--- src/rtl/irq_ctrl_if.sv ---
// Signal bundle between the interrupt controller and the CPU/board side.
// The master drives sources, enables and ack; the slave returns irq, cause and pending.
interface irq_ctrl_if;
  logic [3:0] src;
  logic [3:0] ie;
  logic       ack;
  logic       irq;
  logic [3:0] cause;
  logic [3:0] pending_o;

  modport master (output src, ie, ack, input irq, cause, pending_o);
  modport slave  (input src, ie, ack, output irq, cause, pending_o);
endinterface

--- src/rtl/irq_ctrl.sv ---
// Four-source interrupt controller: synchronise, edge/level detect, latch pending,
// mask with ie, and on ack retire the lowest-index winner into a held cause nibble.
module irq_ctrl #(
  parameter int         SYNC_STAGES = 2,
  parameter logic [3:0] EDGE_MASK   = 4'b1111
) (
  input  logic      clock,
  input  logic      reset,
  irq_ctrl_if.slave bus
);

  logic [3:0] sync_q [SYNC_STAGES];
  logic [3:0] hist_q;
  logic [3:0] pending_q, pending_d;
  logic [3:0] lost_q,    lost_d;
  logic [3:0] cause_q,   cause_d;

  logic [3:0] sync_s;
  logic [3:0] rise;
  logic [3:0] req;
  logic       win_vld;
  logic [1:0] win_id;

  assign sync_s = sync_q[SYNC_STAGES-1];
  assign rise   = sync_s & ~hist_q & EDGE_MASK;
  assign req    = pending_q & bus.ie;

  // Scan from the top so the lowest requesting index is the last one written.
  always_comb begin
    // NOTE: every always_comb output gets a default first, so no path can infer a latch.
    win_vld = 1'b0;
    win_id  = 2'd0;
    for (int i = 3; i >= 0; i--) begin
      if (req[i]) begin
        win_vld = 1'b1;
        win_id  = 2'(i);
      end
    end
  end

  always_comb begin
    // Edge bits accumulate; level bits simply follow the synchronised input.
    pending_d = ((pending_q | rise) & EDGE_MASK) | (sync_s & ~EDGE_MASK);
    lost_d    = lost_q | (rise & pending_q);
    cause_d   = cause_q;
    if (bus.ack) begin
      if (win_vld) begin
        cause_d = {1'b1, lost_q[win_id], win_id};
        // A fresh edge in the ack cycle keeps the source pending but starts lost afresh.
        if (EDGE_MASK[win_id]) begin
          pending_d[win_id] = rise[win_id];
          lost_d[win_id]    = 1'b0;
        end
      end else begin
        cause_d = 4'b0000;
      end
    end
  end

  always_ff @(posedge clock) begin
    if (!reset) begin
      // NOTE: the synchroniser array is reset too, so a source held high through reset
      // shows up as exactly one clean rising edge after release.
      for (int k = 0; k < SYNC_STAGES; k++) sync_q[k] <= '0;
      hist_q    <= '0;
      pending_q <= '0;
      lost_q    <= '0;
      cause_q   <= '0;
    end else begin
      // NOTE: non-blocking assignments so every flop samples pre-edge values.
      sync_q[0] <= bus.src;
      for (int k = 1; k < SYNC_STAGES; k++) sync_q[k] <= sync_q[k-1];
      hist_q    <= sync_s;
      pending_q <= pending_d;
      lost_q    <= lost_d;
      cause_q   <= cause_d;
    end
  end

  assign bus.irq       = |req;
  assign bus.cause     = cause_q;
  assign bus.pending_o = pending_q;

endmodule

--- src/flat_wrapper.sv ---
// flat-port wrapper written by rule: the top's interface ports become plain ports
module irq_ctrl_flat 
#(
  parameter int         SYNC_STAGES = 2,
  parameter logic [3:0] EDGE_MASK   = 4'b1111
)
  (clock, reset, bus_src, bus_ie, bus_ack, bus_irq, bus_cause, bus_pending_o);
  irq_ctrl_if bus_i ();
  input  logic clock;
  input  logic reset;
  input wire logic [$bits(bus_i.src)-1:0] bus_src;
  input wire logic [$bits(bus_i.ie)-1:0] bus_ie;
  input wire logic [$bits(bus_i.ack)-1:0] bus_ack;
  output wire logic [$bits(bus_i.irq)-1:0] bus_irq;
  output wire logic [$bits(bus_i.cause)-1:0] bus_cause;
  output wire logic [$bits(bus_i.pending_o)-1:0] bus_pending_o;
  assign bus_i.src = bus_src;
  assign bus_i.ie = bus_ie;
  assign bus_i.ack = bus_ack;
  assign bus_irq = bus_i.irq;
  assign bus_cause = bus_i.cause;
  assign bus_pending_o = bus_i.pending_o;
  irq_ctrl #(.SYNC_STAGES(SYNC_STAGES), .EDGE_MASK(EDGE_MASK)) u_core (.clock(clock), .reset(reset), .bus(bus_i));
endmodule
--- config.mk ---
export PLATFORM = sky130hd
export DESIGN_NAME = irq_ctrl_flat
export DESIGN_NICKNAME = d
export VERILOG_FILES = /design/src/rtl/irq_ctrl_if.sv /design/src/rtl/irq_ctrl.sv /design/src/flat_wrapper.sv
export SDC_FILE = /design/constraint.sdc
export NUM_CORES = 1
export LEC_CHECK = 0
export BUFFER_PORTS_ARGS = -buffer_cell sky130_fd_sc_hd__buf_2
export CAP_MARGIN = 30
export CORE_UTILIZATION = 40
export DETAILED_ROUTE_END_ITERATION = 12
export REMOVE_ABC_BUFFERS = 1
export SLEW_MARGIN = 20
export SYNTH_ARGS = -nofsm -noshare
export SYNTH_HDL_FRONTEND = slang
export SYNTH_SLANG_ARGS = --single-unit
--- constraint.sdc ---
create_clock -name clock -period 1.4 [get_ports clock]
set_input_delay 0.07 -clock clock [delete_from_list [all_inputs] [get_ports clock]]
set_output_delay 0.07 -clock clock [all_outputs]
set_load 0.1 [all_outputs]
# Yosys cells after proc, flatten, opt, wreduce, memory -nomap -nowiden
# Memories as Yosys holds them, arrays and structs flattened.
# Cells that the tools add are included.
dict set report op_classes {
  n_mul 0
  n_mux 28
  bitwise 10
  eq_ne 0
  reduce_logical 2
  n_addsub 0
  magnitude_cmp 2
  n_div 0
  shifts 0
}
# operator count
set ops {}
lappend ops {{4-bit two-way mux} 9}
lappend ops {{4-bit bitwise AND} 4}
lappend ops {{1-bit two-way mux} 10}
lappend ops {{2-bit two-way mux} 4}
lappend ops {{4-bit inverter} 2}
lappend ops {{4-bit OR} 2}
lappend ops {{1-bit binary-select mux with 2-bit select} 3}
lappend ops {{4-bit bitwise mux} 1}
lappend ops {{4-bit OR reduction} 1}
lappend ops {{2-bit by 3-bit < comparator with 1-bit output (second input constant)} 1}
lappend ops {{1-bit demux with 2-bit select} 1}
lappend ops {{2-bit by 1-bit greater-or-equal comparator with 1-bit output (second input constant)} 1}
lappend ops {{1-bit OR} 2}
lappend ops {{1-bit logical AND} 1}
dict set report totals {
  latchBits 0
  ramBits 8
  romBits 0
  word_cells 47
  output_inout_bits 9
  mem_count 1
  in_bits 11
  register_bits 16
}
# name words word_bits rd rd_clocked_by_memory_dff write_ports line_no
set memory_table {}
lappend memory_table {u_core.sync_q 2 4 2 0 2 irq_ctrl.sv:12} ;# logic [3:0] sync_q [SYNC_STAGES];

# Longest topological paths before layout
# Gate-level depths: netlist (run 1).
dict set report logic_depth {
  depth_word 14
  depth_mapped 4
  mapped_depth_nobuf 4
}

# Worst setup path before layout (run 1)
# No wires, ideal clock.
dict set report synth_timing {
  path_kind {register to output}
  startpoint {reg u_core.pending_q[2] (netlist: u_core.bus.pending_o[2])}
  endpoint {out bus_irq}
  stages_incl_launch_ff 3
  n_path_buf 0
  required_time_ns 1.330
  slack_ns -0.762
  arrival_time_ns 2.092
  path_cell_list {dfxtp_1 -> nand2_1 -> nand3_1}
}
dict set report synth_via {
  elab_chain_cells 2
}
# item line_no
set synth_lines {}
lappend synth_lines {{from (decl)} irq_ctrl.sv:14} ;# logic [3:0] pending_q, pending_d;
lappend synth_lines {{from (signal assigned)} irq_ctrl.sv:74} ;# pending_q <= pending_d;
lappend synth_lines {{4-bit bitwise AND} irq_ctrl.sv:26} ;# assign req = pending_q & bus.ie;
lappend synth_lines {{4-bit OR reduction} irq_ctrl.sv:80} ;# assign bus.irq = |req;
lappend synth_lines {{to (decl)} flat_wrapper.sv:14} ;# output wire logic [$bits(bus_i.irq)-1:0] bus_irq;
# Every way passes these cells.

# Final worst setup path (run 1)
dict set report layout_timing {
  startpoint {reg u_core.pending_q[0] (netlist: u_core.bus.pending_o[0])}
  endpoint {out bus_irq}
}
# The elaborated chain is that of the path after synthesis.

==> flow_summary.yaml, run 1 <==
cells_and_area:
  multi_input_area_sq_um: 414
  final_nets: 130
  antennaDiodeCount: 0
  fin_area_sq_um: 1150
  area_growth_pct: 27.5
  fillers: 219
  regArea_sq_um: 480
  final_layout_size_suffix_gt1_frac: 0.263
routing:
  avgRoutedWirePerCell_um: 11.0
  drt-total-wl_um: 1600
  drtIter0Drc: 11
  route.vias.total: 723
  vias_per_cell: 4.99
  drc: 0
  dr.pass1.iters: 5
  ant_nets: 0
timing:
  slew_headroom: 0.677
  fmax_mhz: 750
  tightest_slew_ns: 0.487
  tns_ns: 0
  hold_viol: 0
  period_minus_slack_ns: 1.33
  setup_viol: 0
  finClkSkew_ns: 0.00571
  rsz0062_at_grt: "false"
  timing.final.crit_share: 0.952
  slew_violations: 0
  whs_ns: 0.0523
power:
  p_clk_frac: 0.340
  ir_drop_v: 0.00109
  pwr-share-seq: 0.505
  p_sw_w: 0.000369
  switching_share: 0.257
  p_leak_nw: 0.501
  power_density_nw_per_um2: 1240
  p_int_w: 0.00107
  comb_power_share: 0.155
synthesis:
  ys_types: 22
  syn_area_sq_um: 905
  synth_compound_area_frac: 0.158
  ys_seq_elements: 24
  synth-simple-area-share: 0.297
  synthFlopType: "dfxtp_1"
  ys_async_sr_fraction: 0
  postSynthCellCount: 92
  synth_top_family_by_area: "simple AND/OR/NAND/NOR gates"
  yosysMostFrequentCell: "dfxtp_1"
  synth_fa_ha_area_frac: 0
  synth_mux_area_frac: 0
  avgSynthCellArea_sq_um: 9.83
  synth.largest_area_cell: "dfxtp_1"
  ys_warn_count: 0
  synth_edf_count: 0
  synthTopCellsByCount: "24 x dfxtp_1, 14 x and2_1, 10 x nand2_1"
  seq_area_frac_synth: 0.531
  synth.top_cell.area_share: 0.531
  synth-xor-area-share: 0
  ys_top_cells_by_area: "dfxtp_1 53%, and2_1 9.7%, nor2b_1 5.5%"
worst_setup_path:
  cp_max_fo: 7
  worstPathRequired_ns: 1.33
  crit_type: "register to output port"
  worst_path_max_delay_cell: "dfxtp_1"
  cp_slowest_stage_delay_ns: 0.41
  critPathCaptureType: "output port"
  worstPathCellList: "a22oi_4, nand3_1, buf_12"
  critPathTopFamily: "flip-flops"
  path_buf_inv: 1
  cp.arrival_ns: 1.26
  critPathLaunchType: "register"
die:
  core_area_sq_um: 2040
  ios: 20
  die_height_um: 49.6
  rows: 16
  die_x_um: 49.6
  die_area_sq_um: 2460
  start_util: 0.443
outcome:
  outcome: "complete, no violations"
placed_design:
  numPortBuffers: 19
  dpl.hpwl_um: 1080
  dpl_cell_area_sq_um: 1040
  place_congestion: 0.724
clock_network:
  cts-buffers-inserted: 3
  htree_num_levels: 1
  clock_latency_ns: 0.31
  clk_pin_slew_ns: 0.13
  cts_buffer_depth: 2
  cts_tree: "built"
  cts_root_buffer: "clkbuf_4"
  clock-sinks: 24
global_route:
  first_global_vias: 658
  antenna_found_initial: 0
  grt_max_degree: 26
  grt_overflow: 0
  grt_pass1_wl_um: 2790
  grt_usage: 0.151
min_path:
  hold_path_class: "input pin to register"
job:
  maxCapViolations: 0
[placed cells by master (no fill, tap or decap), types with 2 or more instances in the layout]
master / instances
a21oi_1: 6
a41oi_1: 2
and2_1: 14
buf_2: 16
clkbuf_4: 5
dfxtp_1: 24
dlygate4sd3_1: 5
nand2_1: 9
nand2_2: 2
nand3_1: 8
nand4_1: 2
nor2b_1: 8
nor3b_2: 2
o21ai_0: 3
[routing by layer]
layer	up-vias	track usage	share of wire
met3	5	0.0463	0.051
li1	367	-	-
met5	-	0	0
met1	331	0.185	0.48
met4	0	0.0714	0.023
met2	20	0.239	0.45
[power groups by stage]
stage          Clock [W]  Sequential (W)  Combinational, W
5_1_grt         0.000540        0.000730          0.000237
4_1_cts         0.000502        0.000725          0.000223
3_3_place_gp           0        0.000739          0.000208
2_1_floorplan          0        0.000815         0.0000698
6_report        0.000488        0.000725          0.000223
3_5_place_dp           0        0.000740          0.000209
[final cells by class]
class                      instances  area share
clock buffer                       3      0.0195
sequential                        24       0.416
clock inverter                     1      0.0260
tap                               27      0.0293
multi-input combinational         65       0.359
timing repair buffer              25       0.150
[cell families (layout without fill, tap and decap cells)]
logic type / Yosys count / count (layout)
AND/OR/NAND/NOR: 47 / 47
flip-flops: 24 / 24
AO/OA/AOI/OAI: 18 / 18
buffers and inverters: 3 / 29
[final timing paths]
path                                              start                 endpoint  slack, ns  cells past startpoint
worst max-delay path            u_core.bus.pending_o[0]                  bus_irq       0.07                      3
worst min-delay path                          bus_ie[1]         u_core.lost_q[1]       0.05                      2
worst max register to register  u_core.bus.pending_o[0]  u_core.bus.pending_o[2]       0.21                      5
worst min register to register      u_core.sync_q[0][1]      u_core.sync_q[0][5]       0.45                      1
[metrics by stage]
| step | worst slack, ns | utilization | instances | total power (W) |
|---|---|---|---|---|
| final | 0.0668 | 0.565 | 145 | 0.00144 |
| after global routing | 0.00536 | 0.565 | 145 | 0.00151 |
| after CTS | 0.0207 | 0.561 | 145 | 0.00145 |
| after detailed placement | 0.300 | 0.507 | 135 | 0.000949 |
| after global placement | 0.308 | 0.507 | 135 | 0.000947 |
| after floorplan | -0.762 | - | 89 | 0.000884 |
[state kept, by name (all words and copies together), names as in the netlist]
register and cells:
u_core.bus.cause 4, u_core.lost_q 4, u_core.bus.pending_o 4, u_core.sync_q 8, u_core.hist_q 4
[what timing repair did]
item,in CTS,in global routing
gates resized for setup,0,3
gates cloned,0,0
endpoints found under the hold margin,5,0
endpoints found under the setup margin,1,3
pin swaps,1,0
setup buffers,1,0
hold buffers,5,0
Note: power is estimated with default switching activity, not from simulation.
==> inputs of run 2 (changes only) <==
--- a/config.mk
+++ b/config.mk
@@ -9,6 +9,7 @@
 export CAP_MARGIN = 30
 export CORE_UTILIZATION = 40
 export DETAILED_ROUTE_END_ITERATION = 12
+export PLACE_DENSITY_LB_ADDON = 0.3
 export REMOVE_ABC_BUFFERS = 1
 export SLEW_MARGIN = 20
 export SYNTH_ARGS = -nofsm -noshare
==> flow_summary.yaml, run 2 (synthesis gave the netlist of run 1 again) <==
outcome:
  outcome: "complete, no violations"
routing:
  vias_per_cell: 5.01
  ant_nets: 0
  avgRoutedWirePerCell_um: 10.4
  dr.pass1.iters: 4
  drt-total-wl_um: 1510
  route.vias.total: 727
  drc: 0
  drtIter0Drc: 9
power:
  finalPower_w: 0.00129
  switching_share: 0.276
  power_density_nw_per_um2: 1140
  p_leak_nw: 0.494
  p_int_w: 0.000936
  p_sw_w: 0.000357
  pwr-share-seq: 0.560
  p_clk_frac: 0.269
  comb_power_share: 0.171
  ir_drop_v: 0.000707
clock_network:
  cts-buffers-inserted: 3
  cts_tree: "built"
  cts_buffer_depth: 2
  clock_latency_ns: 0.30
  htree_num_levels: 1
  cts_root_buffer: "clkbuf_4"
  clk_pin_slew_ns: 0.12
  clock-sinks: 24
worst_setup_path:
  path_depth: 5
  critPathLaunchType: "input pin"
  crit_end: "bus_irq"
  cp_slowest_stage_delay_ns: 0.53
  path_buf_inv: 3
  cp.arrival_ns: 1.25
  crit_type: "input pin to output port"
  worst-r2r-cell-count: 5
  crit_start: "bus_ie[2]"
  worstPathRequired_ns: 1.33
  critPathTopFamily: "buffers and inverters"
  r2r_start: "u_core.bus.pending_o[0]"
  cp_max_fo: 6
  r2r-end: "u_core.bus.pending_o[2]"
  critPathCaptureType: "output port"
  worstPathCellList: "dlygate4sd3_1, buf_2, nand2_1, nand3_1, buf_12"
  worst_path_max_delay_cell: "dlygate4sd3_1"
  rrSetupSlack_ns: 0.28
global_route:
  first_global_vias: 672
  grt_max_degree: 26
  grt_usage: 0.142
  grt_overflow: 0
  grt_pass1_wl_um: 2660
  antenna_found_initial: 0
timing:
  rsz0062_at_grt: "false"
  timing.final.crit_share: 0.942
  finClkSkew_ns: 0.000498
  fmax_mhz: 758
  tns_ns: 0
  slew_headroom: 0.679
  setup_ws_ns: 0.0810
  whs_ns: 0.0714
  tightest_slew_ns: 0.484
  period_minus_slack_ns: 1.32
  hold_viol: 0
  setup_viol: 0
  slew_violations: 0
cells_and_area:
  final_cells: 145
  final_nets: 130
  area_growth_pct: 25.4
  final_layout_size_suffix_gt1_frac: 0.254
  regMostFlops: "u_core.sync_q"
  layout_common_cells: "24 x dfxtp_1, 16 x buf_2, 14 x and2_1"
  fillers: 198
  final_common_cell: "dfxtp_1"
  antennaDiodeCount: 0
  largest_register_ffs: 8
die:
  die_height_um: 49.6
  core_area_sq_um: 2040
  rows: 16
  start_util: 0.443
  ios: 20
  die_area_sq_um: 2460
  die_x_um: 49.6
placed_design:
  dpl.hpwl_um: 1070
  pre_cts_slack_ns: 0.319
  place_congestion: 0.691
  dp.cells: 135
  numPortBuffers: 19
job:
  maxCapViolations: 0
min_path:
  hold_path_class: "input pin to register"
-- run 2: through the flow --
| step | cell area [sq um] | util |
|---|---|---|
| 2_1_floorplan | 892 | - |
| 3_3_place_gp | 1040 | 0.507 |
| 3_5_place_dp | 1040 | 0.507 |
| 4_1_cts | 1130 | 0.553 |
| 5_1_grt | 1130 | 0.556 |
| 6_report | 1130 | 0.556 |
-- run 2: how the worst min path moves through the flow --
stage / slack [ns] / to / start / cells past startpoint
6_report: 0.07 / u_core.lost_q[1] / bus_ie[1] / 2
2_1_floorplan: 0.18 / u_core.lost_q[0] / reset / 2
5_1_grt: 0.06 / u_core.lost_q[1] / bus_ie[1] / 2
3_3_place_gp: 0.27 / u_core.sync_q[0][0] / bus_src[0] / 2
4_1_cts: 0.06 / u_core.lost_q[1] / bus_ie[1] / 2
3_5_place_dp: 0.28 / u_core.sync_q[0][0] / bus_src[0] / 2
-- run 2: area by class of cell --
type	instances	area, sq um	share of cell area
clock buffers	4	36.3	0.0320
repair buffers	25	173	0.152
multi-input cells	65	412	0.363
flip-flops and latches	24	480	0.423
well taps	27	33.8	0.0298
-- run 2: routing by layer --
layer | track usage | up-vias | wire (um)
li1 | - | 370 | -
met1 | 0.156 | 332 | 707
met5 | 0 | - | 0
met2 | 0.239 | 23 | 687
met3 | 0.0432 | 2 | 95
met4 | 0.0857 | 0 | 14
-- run 2: what timing repair did --
item | 4_1_cts | 5_1_grt
endpoints found under the setup margin | 1 | 2
gates resized for setup | 0 | 2
endpoints found under the hold margin | 5 | 0
hold buffers | 5 | 0
setup buffers | 1 | 0
pin swaps | 1 | 0
cloned | 0 | 0
-- run 2: power groups by stage --
| stage | Sequential, W | Clock [W] | Combinational (W) |
|---|---|---|---|
| finish | 0.000724 | 0.000347 | 0.000221 |
| global route | 0.000728 | 0.000399 | 0.000234 |
| CTS | 0.000725 | 0.000367 | 0.000222 |
| detailed placement | 0.000740 | 0 | 0.000209 |
| global placement | 0.000738 | 0 | 0.000207 |
| floorplan | 0.000815 | 0 | 0.0000698 |
==> inputs of run 3 (changes only) <==
==> constraint.sdc (replaced) <==
create_clock -name clock -period 1.7 [get_ports clock]
set_input_delay 0.085 -clock clock [delete_from_list [all_inputs] [get_ports clock]]
set_output_delay 0.085 -clock clock [all_outputs]
set_load 0.1 [all_outputs]
==> flow_summary.yaml, run 3 (synthesis gave the netlist of run 1 again) <==
clock_network:
  cts_buffer_depth: 2
  cts_setup_buffers: 0
  cts_tree: "built"
  cts-buffers-inserted: 3
  clk_pin_slew_ns: 0.12
  clock-sinks: 24
  clock_latency_ns: 0.31
  cts_root_buffer: "clkbuf_4"
  htree_num_levels: 1
power:
  power_density_nw_per_um2: 1050
  pwr-share-seq: 0.510
  comb_power_share: 0.145
  switching_share: 0.258
  p_sw_w: 0.000302
  p_leak_nw: 0.493
  p_int_w: 0.000868
  p_clk_frac: 0.345
  ir_drop_v: 0.000523
global_route:
  grt_overflow: 0
  first_global_vias: 687
  grt_usage: 0.150
  grt_pass1_wl_um: 2810
  grt_max_degree: 26
  antenna_found_initial: 0
routing:
  avgRoutedWirePerCell_um: 10.9
  drtIter0Drc: 6
  highest_layer: "met4"
  wl_met1_um: 755
  wl_met2_um: 704
  dr_wl_met3_um: 58
  ant_nets: 0
  dr.pass1.iters: 4
  vias_per_cell: 4.95
  drt-total-wl_um: 1560
  route.vias.total: 708
  drc: 0
timing:
  setup_viol: 0
  slew_violations: 0
  fmax_mhz: 644
  whs_ns: 0.0423
  timing.final.crit_share: 0.913
  rsz0062_at_grt: "false"
  finClkSkew_ns: 0.00167
  period_minus_slack_ns: 1.55
  tightest_slew_ns: 0.488
  slew_headroom: 0.677
  hold_viol: 0
  setup_ws_ns: 0.148
worst_setup_path:
  cp_slowest_stage_delay_ns: 0.50
  worstPathRequired_ns: 1.62
  worst_path_max_delay_cell: "dfxtp_1"
  cp_max_fo: 7
  crit_type: "register to output port"
  worstPathCellList: "a22oi_4, nand3_1, buf_2"
  critPathLaunchType: "register"
  cp.arrival_ns: 1.47
  critPathCaptureType: "output port"
cells_and_area:
  fillers: 209
  antennaDiodeCount: 0
  multi_input_area_sq_um: 412
  final_nets: 128
  final_layout_size_suffix_gt1_frac: 0.250
  regMostFlops: "u_core.sync_q"
  area_growth_pct: 23.1
  layout_common_cells: "24 x dfxtp_1, 19 x buf_2, 14 x and2_1"
  final_common_cell: "dfxtp_1"
  fin_area_sq_um: 1110
  regArea_sq_um: 480
  utilization: 0.545
  largest_register_ffs: 8
placed_design:
  pre_cts_slack_ns: 0.508
  numPortBuffers: 19
  dpl_cell_area_sq_um: 1020
  place_congestion: 0.719
die:
  ios: 20
  die_height_um: 49.6
  start_util: 0.443
  die_area_sq_um: 2460
  die_x_um: 49.6
  core_area_sq_um: 2040
  rows: 16
outcome:
  outcome: "complete, no violations"
job:
  maxCapViolations: 0
min_path:
  hold_path_class: "input pin to register"
run 3: changes by cell type in the layout (fill, tap and decap cells not counted):
cell,delta
buf_12,-1
buf_2,+3
buf_4,-1
bufinv_16,+1
clkbuf_4,-2
clkbuf_8,-1
dlygate4sd3_1,-1
run 3: power groups by stage:
stage	Clock, W	Sequential [W]	Combinational (W)
global placement	0	0.000608	0.000162
CTS	0.000416	0.000597	0.000171
global route	0.000444	0.000600	0.000180
finish	0.000403	0.000597	0.000170
floorplan	0	0.000671	0.0000575
detailed placement	0	0.000609	0.000164
run 3: area by class of cell:
class                      instances  share of cell area
clock inverter                     1              0.0270
multi-input combinational         65               0.370
sequential                        24               0.431
timing repair buffer              23               0.121
tap                               27              0.0303
clock buffer                       3              0.0202
run 3: worst max-delay path: cells and delay by family (launching register included):
family,cells,cell delay [ns]
AND/OR/NAND/NOR,1,0.08
flip-flops,1,0.50
AO/OA/AOI/OAI,1,0.15
buffers and inverters,1,0.42
run 3: stage by stage:
step,cells,setup TNS [ns],total power (W)
3_3_place_gp,135,0,0.000770
4_1_cts,143,0,0.00118
2_1_floorplan,89,-0.660,0.000728
6_report,143,0,0.00117
5_1_grt,143,0,0.00122
3_5_place_dp,135,0,0.000773
run 3: timing repair:
item | 4_1_cts | 5_1_grt
endpoints found under the hold margin | 4 | 0
hold buffers | 4 | 0
resized for setup | 0 | 0
run 3: worst paths after layout:
| check | end | cells after the start | startpoint | slack, ns |
|---|---|---|---|---|
| min reg2reg | u_core.sync_q[0][4] | 1 | u_core.sync_q[0][0] | 0.45 |
| max reg2reg | u_core.bus.pending_o[3] | 4 | u_core.bus.pending_o[2] | 0.58 |
| min | u_core.lost_q[2] | 2 | bus_ie[2] | 0.04 |
| max | bus_irq | 3 | u_core.bus.pending_o[0] | 0.15 |
run 3: metal layers:
| layer | vias to the layer above | GRT usage |
|---|---|---|
| li1 | 363 | - |
| met1 | 325 | 0.172 |
| met2 | 16 | 0.248 |
| met3 | 4 | 0.0309 |
| met4 | 0 | 0.100 |
| met5 | - | 0 |
